### src/rtl/seg7_scan_driver.sv
// seg7_scan_driver: time-multiplexed hex 7-segment driver with double-buffered data,
// leading-zero blanking, PWM brightness, anti-ghost dead cycle and selectable pin polarity.
module seg7_scan_driver #(
    parameter int DIGITS         = 4,
    parameter int SCAN_DIV_LOG2  = 17,
    parameter int BRIGHT_W       = 3,
    parameter int SEL_ACTIVE_LOW = 1,
    parameter int SEG_ACTIVE_LOW = 1
) (
    input  logic                  clk_100MHz,
    input  logic                  rst,
    input  logic [4*DIGITS-1:0]   data_in,
    input  logic [DIGITS-1:0]     dp_in,
    input  logic                  load,
    input  logic                  blank_lz,
    input  logic [BRIGHT_W-1:0]   brightness,
    output logic [DIGITS-1:0]     seg_sel,
    output logic [6:0]            segment,
    output logic                  dp,
    output logic                  frame_done
);
    localparam int   IW = DIGITS > 1 ? $clog2(DIGITS) : 1;
    localparam logic SL = SEL_ACTIVE_LOW != 0;
    localparam logic GL = SEG_ACTIVE_LOW != 0;

    logic [SCAN_DIV_LOG2-1:0] cnt;
    logic [IW-1:0]            idx;
    logic [4*DIGITS-1:0]      pend_data, act_data;
    logic [DIGITS-1:0]        pend_dp, act_dp, blank, sel;
    logic                     slot_end, wrap, on, zrun;
    logic [3:0]               nib;
    logic [6:0]               seg;

    function automatic logic [6:0] hex7(input logic [3:0] n);
        case (n)
            4'h0: hex7 = 7'h3F;
            4'h1: hex7 = 7'h06;
            4'h2: hex7 = 7'h5B;
            4'h3: hex7 = 7'h4F;
            4'h4: hex7 = 7'h66;
            4'h5: hex7 = 7'h6D;
            4'h6: hex7 = 7'h7D;
            4'h7: hex7 = 7'h07;
            4'h8: hex7 = 7'h7F;
            4'h9: hex7 = 7'h6F;
            4'hA: hex7 = 7'h77;
            4'hB: hex7 = 7'h7C;
            4'hC: hex7 = 7'h39;
            4'hD: hex7 = 7'h5E;
            4'hE: hex7 = 7'h79;
            default: hex7 = 7'h71;
        endcase
    endfunction

    always_comb begin
        slot_end = &cnt;
        wrap     = slot_end && idx == IW'(DIGITS - 1);
        // cnt==0 is the dead cycle that lets the previous digit's segments settle
        on       = |cnt && (&brightness || cnt[SCAN_DIV_LOG2-1 -: BRIGHT_W] < brightness);
        nib      = act_data[{idx, 2'b00} +: 4];
        seg      = hex7(nib);
        zrun     = 1'b1;
        blank    = '0;
        for (int i = DIGITS - 1; i >= 0; i--) begin
            zrun     = zrun && act_data[4*i +: 4] == 4'd0;
            blank[i] = blank_lz && i != 0 && zrun;
        end
        sel = on ? (DIGITS'(1) << idx) & ~blank : '0;
    end

    always_ff @(posedge clk_100MHz or posedge rst) begin
        if (rst) begin
            cnt        <= '0;
            idx        <= '0;
            pend_data  <= '0;
            pend_dp    <= '0;
            act_data   <= '0;
            act_dp     <= '0;
            frame_done <= 1'b0;
            seg_sel    <= {DIGITS{SL}};
            segment    <= {7{GL}};
            dp         <= GL;
        end else begin
            cnt        <= cnt + 1'b1;
            frame_done <= wrap;
            if (slot_end)
                idx <= wrap ? '0 : idx + 1'b1;
            if (load) begin
                pend_data <= data_in;
                pend_dp   <= dp_in;
            end
            // a load on the boundary cycle bypasses pending so it shows this frame
            if (wrap) begin
                act_data <= load ? data_in : pend_data;
                act_dp   <= load ? dp_in : pend_dp;
            end
            seg_sel <= sel ^ {DIGITS{SL}};
            segment <= seg ^ {7{GL}};
            dp      <= (act_dp[idx] & ~blank[idx]) ^ GL;
        end
    end
endmodule
### config.mk
export PLATFORM = sky130hd
export DESIGN_NAME = seg7_scan_driver
export DESIGN_NICKNAME = d
export VERILOG_FILES = /design/src/rtl/seg7_scan_driver.sv
export SDC_FILE = /design/constraint.sdc
export NUM_CORES = 1
export LEC_CHECK = 0
export CAP_MARGIN = 0
export CORE_ASPECT_RATIO = 0.5
export CORE_MARGIN = 2
export CORE_UTILIZATION = 57
export CTS_BUF_LIST = sky130_fd_sc_hd__clkbuf_8
export CTS_CLUSTER_SIZE = 30
export DETAILED_ROUTE_END_ITERATION = 8
export GPL_TIMING_DRIVEN = 1
export PLACE_DENSITY = 0.91
export REMOVE_ABC_BUFFERS = 1
export SYNTH_ARGS = -nofsm -noshare
export SYNTH_HDL_FRONTEND = slang
export SYNTH_SLANG_ARGS = --single-unit
### constraint.sdc
create_clock -name clk_100MHz -period 3.1 [get_ports clk_100MHz]
set_clock_uncertainty 0.05 [all_clocks]
set_input_delay 0.31 -clock clk_100MHz [delete_from_list [all_inputs] [get_ports clk_100MHz]]
set_output_delay 0.31 -clock clk_100MHz [all_outputs]
set_load 0.05 [all_outputs]
==> run summary, run 1 <==
OUTCOME
-----------------------------------------------------------------------------------------------
Result of the run ................................................................ finished clean

SYNTH
-----------------------------------------------------------------------------------------------
Gate count of the mapped netlist .................................................          243
Fraction of synthesized cell area taken by the top area cell type ................        0.463
Number of synthesized register bits ..............................................           72
Cell type contributing the most total cell area after synthesis ..................      dfrtp_1
Post-synthesis average cell area .................................................   13.3 sq um
Cells taking the most area after synthesis ....................................... dfrtp_1 (46%), mux2_2 (15%), dfstp_2 (9.7%)
Top flip-flop cell by instance count after synthesis .............................      dfrtp_1
Number of flops mapped to enable cells by yosys ..................................            0
Synth Cell Area ..................................................................   3240 sq um
Number of synthesis warnings .....................................................            0
Sequential cell area fraction in the yosys report ................................        0.561
Async set-reset flop share out of synthesis ......................................         1.00
Number of distinct library cells after synthesis .................................           35

TIMING
-----------------------------------------------------------------------------------------------
Share of the cycle needed by the critical path after routing .....................        0.796
Transition at the pin with the smallest max-transition slack .....................     0.635 ns
Worst max-slew margin expressed relative to the limit ............................        0.576
Setup WS post-layout .............................................................     0.633 ns
Final Hold Slack .................................................................     0.313 ns
Total setup violations reported at the end of the flow ...........................            0
Max Slew Vio Count ...............................................................            0
Aggregate negative setup slack ...................................................         0 ns
Top achievable clock speed .......................................................    0.405 GHz
Final critical delay including setup and external delays .........................      2.47 ns
Setup repair after global routing missed its margin ..............................           no
Final count of hold timing violations ............................................            0

WORST SETUP PATH
-----------------------------------------------------------------------------------------------
CP arrival .......................................................................      2.65 ns
Critical path startpoint .........................................................       cnt[0]
Crit path kind ...................................................................   reg -> reg
R2R setup slack ..................................................................      0.63 ns
Source of the worst register-to-register timing path .............................       cnt[0]
Category of the worst setup path launch point ....................................         flop
Largest delay share family, worst path ........................................... simple AND/OR/NAND/NOR gates
Slowest cell on crit path ........................................................      dfrtp_1
Worst Setup End Kind .............................................................         flop
Reg-to-reg critical path endpoint ................................................ act_data[14]
WP data required .................................................................      3.28 ns
Combined buffer and inverter count along the critical path .......................            1
Worst-path fanout max ............................................................           21
Setup crit end ................................................................... act_data[14]
Cell count along the critical path ...............................................            8
Sequence of cells on the critical path ........................................... ha_1 > nand4_1 > nor3_1 > and2_1 > ha_1 > and2_1 > buf_4 > mux2_2
Worst stage delay on the critical path ...........................................      0.40 ns
R2R depth ........................................................................            8

GLOBAL ROUTING
-----------------------------------------------------------------------------------------------
Leftover overflow at the end of global routing ...................................            0
Global-route wire length before repair ...........................................     10500 um
Met3 global-route usage ..........................................................       0.0638
Number of global-route vias before repair ........................................         2193
GRT met2 Usage ...................................................................        0.406
Maximum number of pins on one net before global-route repair .....................           45
Peak-usage layer in the global routing report ....................................         met2
Total track usage ................................................................        0.215
Number of antenna violations at the first check in global routing ................            0
GRT met1 Usage ...................................................................        0.240

CLOCKING
-----------------------------------------------------------------------------------------------
Clock tree from TritonCTS ........................................................          yes
Deepest clock path buffer count ..................................................            2
Number of hold buffers added after cts ...........................................            0
Cts repair resizes ...............................................................            0
Clock input transition at the sequential cells of the worst setup and hold paths .      0.07 ns
Htree depth ......................................................................            3
Source-to-sink clock delay at the later pin of the worst-skew pair ...............      0.35 ns
CTS Buf Count ....................................................................            9
Post-CTS setup repair buffer count ...............................................            0
Buffer cell driving the clock tree root ..........................................     clkbuf_8
Clock sink total .................................................................           72

FINAL LAYOUT
-----------------------------------------------------------------------------------------------
Area added between synthesis and finish ..........................................        22.4%
Final nets .......................................................................          330
Antenna fix cells ................................................................            0
Fraction of layout instances using a drive strength above 1 ......................        0.266
Number of inserted filler cells in the final layout ..............................          349
Sequential cell area .............................................................   1820 sq um
Multi-input combinational cell area ..............................................   1320 sq um
Fin area .........................................................................   3960 sq um

HOLD PATH
-----------------------------------------------------------------------------------------------
Class of the worst hold path .....................................................  in -> async

FLOORPLANNING
-----------------------------------------------------------------------------------------------
Die ar. ..........................................................................   6340 sq um
IO Pins ..........................................................................           40
Die Span Y .......................................................................      57.3 um
Initial cell density of the core .................................................        0.590
Core area ........................................................................   5490 sq um
Cell Rows ........................................................................           19
Die X-Extent .....................................................................       111 um

PWR
-----------------------------------------------------------------------------------------------
Pwr Density ......................................................................  504 nW/um^2
Static leakage ...................................................................      1.76 nW
VDD IR-drop max ..................................................................     0.387 mV

ROUTE
-----------------------------------------------------------------------------------------------
Overall via count from detail_route ..............................................         2033
Overall routed net length ........................................................      6250 um
Starting DRT DRC Count ...........................................................          131
Final ANT Viol Nets ..............................................................            0
Via density ......................................................................         5.55
DR pass1 iterations ..............................................................            4
Post-detailed-route wirelength per cell ..........................................      17.1 um
Remaining routing DRC violations .................................................            0

PLACED DESIGN
-----------------------------------------------------------------------------------------------
Cell area after placement ........................................................   3710 sq um
Placed wire-length estimate ......................................................      4380 um
Post-place setup slack ...........................................................     0.672 ns
Count of input and output buffers ................................................           39
Final weighted congestion of routability-driven global placement .................        0.830

JOB
-----------------------------------------------------------------------------------------------
Number of max-capacitance violations reported ....................................            0

## cell usage after synthesis, drive strengths merged (4+ instances only)
master and n:
nor2 10, o21ai 5, dfrtp 60, inv 14, clkbuf 5, mux2 42, nand4 5, nor4 6
dfstp 12, mux4 5, xor2 5, xnor2 9, ha 15, nand2 10, mux2i 4, nand3 7
## how the worst min path moves through the flow
stage          depth (start not counted)           end
3_3_place_gp                           1        cnt[0]
6_report                               2        cnt[1]
4_1_cts                                2        cnt[1]
2_1_floorplan                          2            dp
3_5_place_dp                           1  pend_data[4]
5_1_grt                                2        cnt[1]
## cells by family after synthesis
| group | after synthesis | share of synthesized area |
|---|---|---|
| flip-flops | 72 | 0.561 |
| multiplexers | 51 | 0.194 |
| AND/OR/NAND/NOR | 51 | 0.0815 |
| buffers and inverters | 22 | 0.0305 |
| AO/OA/AOI/OAI | 18 | 0.0371 |
| adder cells (fa/ha/maj) | 15 | 0.0579 |
| XOR/XNOR | 14 | 0.0379 |
## cell usage in the layout (no fill, tap or decap), types with 2 or more instances in the layout
master           instances
and3_1                   2
o22ai_1                  3
xor2_1                   5
nor3_1                   3
dfstp_2                 12
nor2_1                  10
nor4_1                   6
inv_1                   13
a21oi_1                  2
buf_4                    2
clkbuf_8                11
mux2i_1                  4
mux4_2                   4
nand4_1                  5
mux2_2                  42
o2111ai_1                3
xnor2_1                  9
ha_1                    15
and2_1                   2
nand3_1                  7
dfrtp_1                 60
o21ai_0                  5
clkdlybuf4s50_1         39
nand2b_1                 2
bufinv_16                3
nand2_1                 10
## sequential cells by signal, summed over array words and instances, names as in the netlist
signal,count
pend_dp,4
seg_sel,4
pend_data,16
cnt,17
dp,1
act_data,16
frame_done,1
segment,7
idx,2
act_dp,4
## report_power, final
group / internal [W] / switching [W]
Clock: 0.000577 / 0.000342
Combinational: 0.0000588 / 0.0000480
Sequential: 0.000966 / 0.00000752
Total: 0.00160 / 0.000397
## cell type report
type,count,share of cell area
sequential,72,0.458
clock inverter,5,0.0259
multi-input combinational,149,0.334
timing repair buffer,42,0.107
tap,73,0.0230
clock buffer,11,0.0382
inverter,14,0.0133
## per-layer routing
| layer | vias up | part of all wire |
|---|---|---|
| met5 | - | 0 |
| met4 | 0 | 0.011 |
| met3 | 12 | 0.045 |
| met2 | 59 | 0.54 |
| met1 | 1005 | 0.40 |
| li1 | 957 | - |
## metrics by stage
step | util | total power, W | instances
floorplan | - | 0.00104 | 235
global placement | 0.676 | 0.00109 | 350
detailed placement | 0.676 | 0.00110 | 350
CTS | 0.722 | 0.00201 | 366
global route | 0.722 | 0.00206 | 366
finish | 0.722 | 0.00200 | 366
No activity file was read; power rests on OpenSTA's default activity.
==> inputs of run 2 (changes only) <==
--- a/config.mk
+++ b/config.mk
@@ -8,12 +8,12 @@
 export CAP_MARGIN = 0
 export CORE_ASPECT_RATIO = 0.5
 export CORE_MARGIN = 2
-export CORE_UTILIZATION = 57
+export CORE_UTILIZATION = 52
 export CTS_BUF_LIST = sky130_fd_sc_hd__clkbuf_8
 export CTS_CLUSTER_SIZE = 30
 export DETAILED_ROUTE_END_ITERATION = 8
 export GPL_TIMING_DRIVEN = 1
-export PLACE_DENSITY = 0.91
+export PLACE_DENSITY = 0.87
 export REMOVE_ABC_BUFFERS = 1
 export SYNTH_ARGS = -nofsm -noshare
 export SYNTH_HDL_FRONTEND = slang
==> constraint.sdc (replaced) <==
create_clock -name clk_100MHz -period 2.1 [get_ports clk_100MHz]
set_clock_uncertainty 0.05 [all_clocks]
set_input_delay 0.21 -clock clk_100MHz [delete_from_list [all_inputs] [get_ports clk_100MHz]]
set_output_delay 0.21 -clock clk_100MHz [all_outputs]
set_load 0.05 [all_outputs]
==> run 2 against run 1 <==
Against the previous run:
- sequential power increased by 48%
- via count is 3.8% higher
- critical path depth shrank 3
- cell area up 2.1%
- cell count is 7.7% higher
- non-clock buffer count is 13 higher
- sequential share of layout area decreased by 0.96 points
- hold slack worse by 0.12 ns
- routed wire length rose by 3.5%
- register-to-register slack worse by 0.53 ns
- power rose by 30%
- critical path type unchanged
- critical endpoint is now segment[3]
- highest routed layer unchanged
==> run summary, run 2 (same netlist as run 1, synthesis figures left out) <==
OUTCOME
-----------------------------------------------------------------------------------------------
Result of the run ................................................................ finished clean

TIMING
-----------------------------------------------------------------------------------------------
Transition at the pin with the smallest max-transition slack .....................     0.710 ns
Final Hold Slack .................................................................     0.192 ns
Total setup violations reported at the end of the flow ...........................            0
Final count of hold timing violations ............................................            0
Setup repair after global routing missed its margin ..............................           no
Aggregate negative setup slack ...................................................         0 ns
Share of the cycle needed by the critical path after routing .....................        0.951
Max Slew Vio Count ...............................................................            0
Final critical delay including setup and external delays .........................      2.00 ns
Worst max-slew margin expressed relative to the limit ............................        0.522
Top achievable clock speed .......................................................    0.501 GHz
Setup WS post-layout .............................................................     0.103 ns

GLOBAL ROUTING
-----------------------------------------------------------------------------------------------
Total track usage ................................................................        0.201
Number of antenna violations at the first check in global routing ................            0
Global-route wire length before repair ...........................................     10300 um
Leftover overflow at the end of global routing ...................................            0
Number of global-route vias before repair ........................................         2150
Maximum number of pins on one net before global-route repair .....................           73

FINAL LAYOUT
-----------------------------------------------------------------------------------------------
Fin area .........................................................................   4050 sq um
Commonest non-fill, non-tap cells in the layout .................................. dfrtp_1 (60), mux2_2 (42), clkdlybuf4s50_1 (39)
Area added between synthesis and finish ..........................................        25.0%
Final nets .......................................................................          343
Most common library cell in the layout ignoring fill and taps ....................      dfrtp_1
Reg with most FFs ................................................................          cnt
Share of the core filled with cells ..............................................        0.669
Largest regs ..................................................................... cnt: 17 flops, act_data: 16 flops, pend_data: 16 flops
Number of inserted filler cells in the final layout ..............................          423
Max FFs per register .............................................................           17
Antenna fix cells ................................................................            0
Fraction of layout instances using a drive strength above 1 ......................        0.310

CLOCKING
-----------------------------------------------------------------------------------------------
Clock tree from TritonCTS ........................................................          yes
Clock sink total .................................................................           72
Number of hold buffers added after cts ...........................................            0
Deepest clock path buffer count ..................................................            2
Buffer cell driving the clock tree root ..........................................     clkbuf_8
Clock input transition at the sequential cells of the worst setup and hold paths .      0.08 ns
CTS Buf Count ....................................................................            9
Source-to-sink clock delay at the later pin of the worst-skew pair ...............      0.35 ns
Htree depth ......................................................................            3

FLOORPLANNING
-----------------------------------------------------------------------------------------------
Core area ........................................................................   6060 sq um
Die X-Extent .....................................................................       116 um
Die ar. ..........................................................................   6920 sq um
IO Pins ..........................................................................           40
Cell Rows ........................................................................           20
Initial cell density of the core .................................................        0.535
Die Span Y .......................................................................      59.8 um

WORST SETUP PATH
-----------------------------------------------------------------------------------------------
Cell count along the critical path ...............................................            5
WP data required .................................................................      2.32 ns
CP arrival .......................................................................      2.22 ns
Source of the worst register-to-register timing path .............................       idx[0]
Critical path startpoint .........................................................       idx[0]
Largest delay share family, worst path ........................................... multiplexers
R2R setup slack ..................................................................      0.10 ns
Slowest cell on crit path ........................................................       mux4_2
Worst Setup End Kind .............................................................         flop
Category of the worst setup path launch point ....................................         flop
R2R depth ........................................................................            5
Combined buffer and inverter count along the critical path .......................            2
Sequence of cells on the critical path ........................................... mux4_2 > inv_1 > ha_1 > inv_1 > mux4_2
Setup crit end ...................................................................   segment[3]
Crit path kind ...................................................................   reg -> reg
Reg-to-reg critical path endpoint ................................................   segment[3]
Worst-path fanout max ............................................................            6
Worst stage delay on the critical path ...........................................      0.60 ns

ROUTE
-----------------------------------------------------------------------------------------------
Starting DRT DRC Count ...........................................................          121
Via density ......................................................................         5.36
Overall routed net length ........................................................      6460 um
DR pass1 iterations ..............................................................            4
Post-detailed-route wirelength per cell ..........................................      16.4 um
Overall via count from detail_route ..............................................         2110
Final ANT Viol Nets ..............................................................            0
Remaining routing DRC violations .................................................            0

PWR
-----------------------------------------------------------------------------------------------
VDD IR-drop max ..................................................................     0.295 mV
Pwr Density ......................................................................  644 nW/um^2
Static leakage ...................................................................      1.80 nW

PLACED DESIGN
-----------------------------------------------------------------------------------------------
Post-place setup slack ...........................................................   0.00763 ns
Cell area after placement ........................................................   3820 sq um
Final weighted congestion of routability-driven global placement .................        0.813
Placed wire-length estimate ......................................................      4330 um
Count of input and output buffers ................................................           39

JOB
-----------------------------------------------------------------------------------------------
Number of max-capacitance violations reported ....................................            0

HOLD PATH
-----------------------------------------------------------------------------------------------
Class of the worst hold path .....................................................  in -> async

## run 2: layout make-up
| type | count | area (sq um) | area share |
|---|---|---|---|
| flip-flops and latches | 72 | 1820 | 0.449 |
| multi-input cells | 149 | 1330 | 0.329 |
| repair buffers | 55 | 553 | 0.137 |
| clock buffers | 11 | 151 | 0.0374 |
| well taps | 88 | 110 | 0.0272 |
| inverters | 14 | 52.6 | 0.0130 |
| clock inverters | 5 | 32.5 | 0.00803 |
## run 2: routing by layer
metal,track usage,share of wire,vias up
met1,0.216,0.41,1078
met2,0.378,0.53,43
met5,0,0,-
li1,-,-,978
met4,0.0918,0.020,0
met3,0.0568,0.037,11
## run 2: timing repair
item	in CTS	in global routing
endpoints found under the setup margin	16	21
pin swaps	0	3
setup buffers	0	2
gates cloned	0	1
gates resized for setup	1	5
## run 2: where the power goes
part           switching (W)  internal, W
combinational      0.0000711    0.0000871
sequential         0.0000108      0.00143
clock               0.000523     0.000491
## run 2: worst min path at each step
stage | start | end | slack (ns) | cells past startpoint
finish | rst | cnt[0] | 0.19 | 3
global route | rst | act_dp[1] | 0.24 | 3
CTS | rst | pend_dp[0] | 0.20 | 3
detailed placement | pend_data[4] | pend_data[4] | 0.44 | 1
global placement | cnt[7] | cnt[7] | 0.43 | 1
floorplan | blank_lz | dp | 0.28 | 2
## run 2: tightest hold or removal path, stage by stage
cell and delay [ns]:
clkdlybuf4s50_1 0.41, inv_2 0.07, buf_12 0.31
## run 2: per-stage QoR
stage / instances / power [W]
global placement: 375 / 0.00161
floorplan: 235 / 0.00153
CTS: 391 / 0.00262
global route: 394 / 0.00270
detailed placement: 375 / 0.00162
finish: 394 / 0.00261
==> inputs of run 3 (changes only) <==
--- a/config.mk
+++ b/config.mk
@@ -13,7 +13,7 @@
 export CTS_CLUSTER_SIZE = 30
 export DETAILED_ROUTE_END_ITERATION = 8
 export GPL_TIMING_DRIVEN = 1
-export PLACE_DENSITY = 0.87
+export PLACE_DENSITY = 0.8
 export REMOVE_ABC_BUFFERS = 1
 export SYNTH_ARGS = -nofsm -noshare
 export SYNTH_HDL_FRONTEND = slang
==> run 3 against run 2 <==
Against the previous run:
- clock power increased by 19%
- non-clock buffer count increased by 3
- die area unchanged
- worst setup slack got worse by 0.081 ns
- register-to-register slack got worse by 0.08 ns
- critical path depth increased by 3
- hold slack about the same
- sequential cell count unchanged
- clock-buffer cell count decreased by 1
- first-iteration DRC count increased by 12%
- utilization increased by 1.1 points
==> run summary, run 3 (same netlist as run 1, synthesis figures left out) <==
OUTCOME
-----------------------------------------------------------------------------------------------
Result of the run ................................................................ finished clean

CLOCKING
-----------------------------------------------------------------------------------------------
Clock tree from TritonCTS ........................................................          yes
Number of hold buffers added after cts ...........................................            0
CTS Buf Count ....................................................................            9
Htree depth ......................................................................            3
Clock sink total .................................................................           72
Deepest clock path buffer count ..................................................            2
Clock input transition at the sequential cells of the worst setup and hold paths .      0.07 ns
Buffer cell driving the clock tree root ..........................................     clkbuf_8
Source-to-sink clock delay at the later pin of the worst-skew pair ...............      0.35 ns

ROUTE
-----------------------------------------------------------------------------------------------
Overall routed net length ........................................................      6200 um
Highest routing layer actually used ..............................................         met4
Starting DRT DRC Count ...........................................................          136
Post-detailed-route wirelength per cell ..........................................      15.6 um
DR pass1 iterations ..............................................................            4
Wire length on met1 ..............................................................      2430 um
Met3 routed wirelength ...........................................................       257 um
Via density ......................................................................         5.23
Remaining routing DRC violations .................................................            0
Overall via count from detail_route ..............................................         2075
Amount of wire on met2 after detailed routing ....................................      3410 um
Final ANT Viol Nets ..............................................................            0

FLOORPLANNING
-----------------------------------------------------------------------------------------------
Core area ........................................................................   6060 sq um
Die Span Y .......................................................................      59.8 um
Initial cell density of the core .................................................        0.535
IO Pins ..........................................................................           40
Die ar. ..........................................................................   6920 sq um
Die X-Extent .....................................................................       116 um
Cell Rows ........................................................................           20

FINAL LAYOUT
-----------------------------------------------------------------------------------------------
Most common library cell in the layout ignoring fill and taps ....................      dfrtp_1
Max FFs per register .............................................................           17
Largest regs ..................................................................... cnt: 17 flops, act_data: 16 flops, pend_data: 16 flops
Share of the core filled with cells ..............................................        0.680
Antenna fix cells ................................................................            0
Commonest non-fill, non-tap cells in the layout .................................. dfrtp_1 (59), mux2_2 (42), clkdlybuf4s50_1 (39)
Fraction of layout instances using a drive strength above 1 ......................        0.320
Area added between synthesis and finish ..........................................        27.0%
Fin area .........................................................................   4120 sq um
Reg with most FFs ................................................................          cnt
Final nets .......................................................................          346

TIMING
-----------------------------------------------------------------------------------------------
Final critical delay including setup and external delays .........................      2.08 ns
Top achievable clock speed .......................................................    0.481 GHz
Share of the cycle needed by the critical path after routing .....................        0.989
Final count of hold timing violations ............................................            0
Aggregate negative setup slack ...................................................         0 ns
Max Slew Vio Count ...............................................................            0
Worst max-slew margin expressed relative to the limit ............................        0.509
Transition at the pin with the smallest max-transition slack .....................     0.730 ns
Total setup violations reported at the end of the flow ...........................            0
Setup WS post-layout .............................................................    0.0223 ns

GLOBAL ROUTING
-----------------------------------------------------------------------------------------------
Number of antenna violations at the first check in global routing ................            0
Leftover overflow at the end of global routing ...................................            0
Number of global-route vias before repair ........................................         2202
Maximum number of pins on one net before global-route repair .....................           73
Total track usage ................................................................        0.203
Global-route wire length before repair ...........................................     10300 um

WORST SETUP PATH
-----------------------------------------------------------------------------------------------
Sequence of cells on the critical path ........................................... ha_1 > nand4_1 > nor3_2 > and2_4 > ha_4 > and2_4 > buf_4 > mux2_2
Category of the worst setup path launch point ....................................         flop
WP data required .................................................................      2.28 ns
R2R setup slack ..................................................................      0.02 ns
Source of the worst register-to-register timing path .............................       cnt[0]
Slowest cell on crit path ........................................................      dfrtp_1
Cell with the most instances on the worst path ...................................       and2_4
CP arrival .......................................................................      2.26 ns
Worst Setup End Kind .............................................................         flop
Worst stage delay on the critical path ...........................................      0.36 ns
Crit path kind ...................................................................   reg -> reg
Worst-path fanout max ............................................................            7
Reg-to-reg critical path endpoint ................................................ act_data[14]
R2R depth ........................................................................            8

PLACED DESIGN
-----------------------------------------------------------------------------------------------
Post-place setup slack ...........................................................   -0.0920 ns
Cell area after placement ........................................................   3870 sq um
Placed wire-length estimate ......................................................      4310 um
Final weighted congestion of routability-driven global placement .................        0.801
Count of input and output buffers ................................................           39

PWR
-----------------------------------------------------------------------------------------------
VDD IR-drop max ..................................................................     0.373 mV
Static leakage ...................................................................      1.83 nW
Pwr Density ......................................................................  679 nW/um^2

HOLD PATH
-----------------------------------------------------------------------------------------------
Class of the worst hold path .....................................................  in -> async

JOB
-----------------------------------------------------------------------------------------------
Number of max-capacitance violations reported ....................................            0

[run 3: per-stage QoR]
| step | instances | power [W] | hold WS [ns] |
|---|---|---|---|
| floorplan | 235 | 0.00153 | 0.282 |
| global placement | 380 | 0.00162 | 0.432 |
| detailed placement | 380 | 0.00162 | 0.436 |
| CTS | 396 | 0.00283 | 0.202 |
| global route | 397 | 0.00292 | 0.200 |
| finish | 397 | 0.00279 | 0.192 |
[run 3: worst max-delay path by stage]
stage | from | end | slack [ns] | cells after the start
2_1_floorplan | cnt[0] | act_data[0] | -0.32 | 7
3_3_place_gp | cnt[0] | act_data[6] | 0.03 | 8
3_5_place_dp | cnt[1] | act_data[9] | -0.09 | 8
4_1_cts | cnt[0] | act_data[14] | 0.008 | 8
5_1_grt | cnt[1] | act_data[14] | -0.06 | 8
6_report | cnt[0] | act_data[14] | 0.02 | 8
[run 3: where the power goes]
part / total (W) / internal, W / switching, W
combinational: 0.000158 / 0.0000895 / 0.0000687
clock: 0.00120 / 0.000694 / 0.000506
sequential: 0.00144 / 0.00143 / 0.0000100
[run 3: repair_timing]
action / 4_1_cts / 5_1_grt
gates cloned: 0 / 0
gates resized for setup: 3 / 4
endpoints found under the setup margin: 20 / 23
buffers inserted: 0 / 1
pin swaps: 0 / 1
[run 3: area by class of cell]
cell class	instances	area (sq um)
Fill cell	447	1940
Sequential cell	72	1820
Multi-Input combinational cell	149	1340
Timing Repair Buffer	58	571
Clock buffer	10	138
Tap cell	88	110
Clock inverter	6	83.8
Inverter	14	52.6
[run 3: worst max-delay path, delay by kind of cell (launching register included)]
kind | cells | cell delay (ns)
adder cells (fa/ha/maj) | 2 | 0.32
flip-flops | 1 | 0.36
multiplexers | 1 | 0.35
AND/OR/NAND/NOR | 4 | 0.71
buffers and inverters | 1 | 0.16
[run 3: metal layers]
layer | up-vias | GRT usage
met3 | 11 | 0.0842
met4 | 0 | 0.0544
li1 | 975 | -
met1 | 1056 | 0.208
met5 | - | 0
met2 | 33 | 0.390
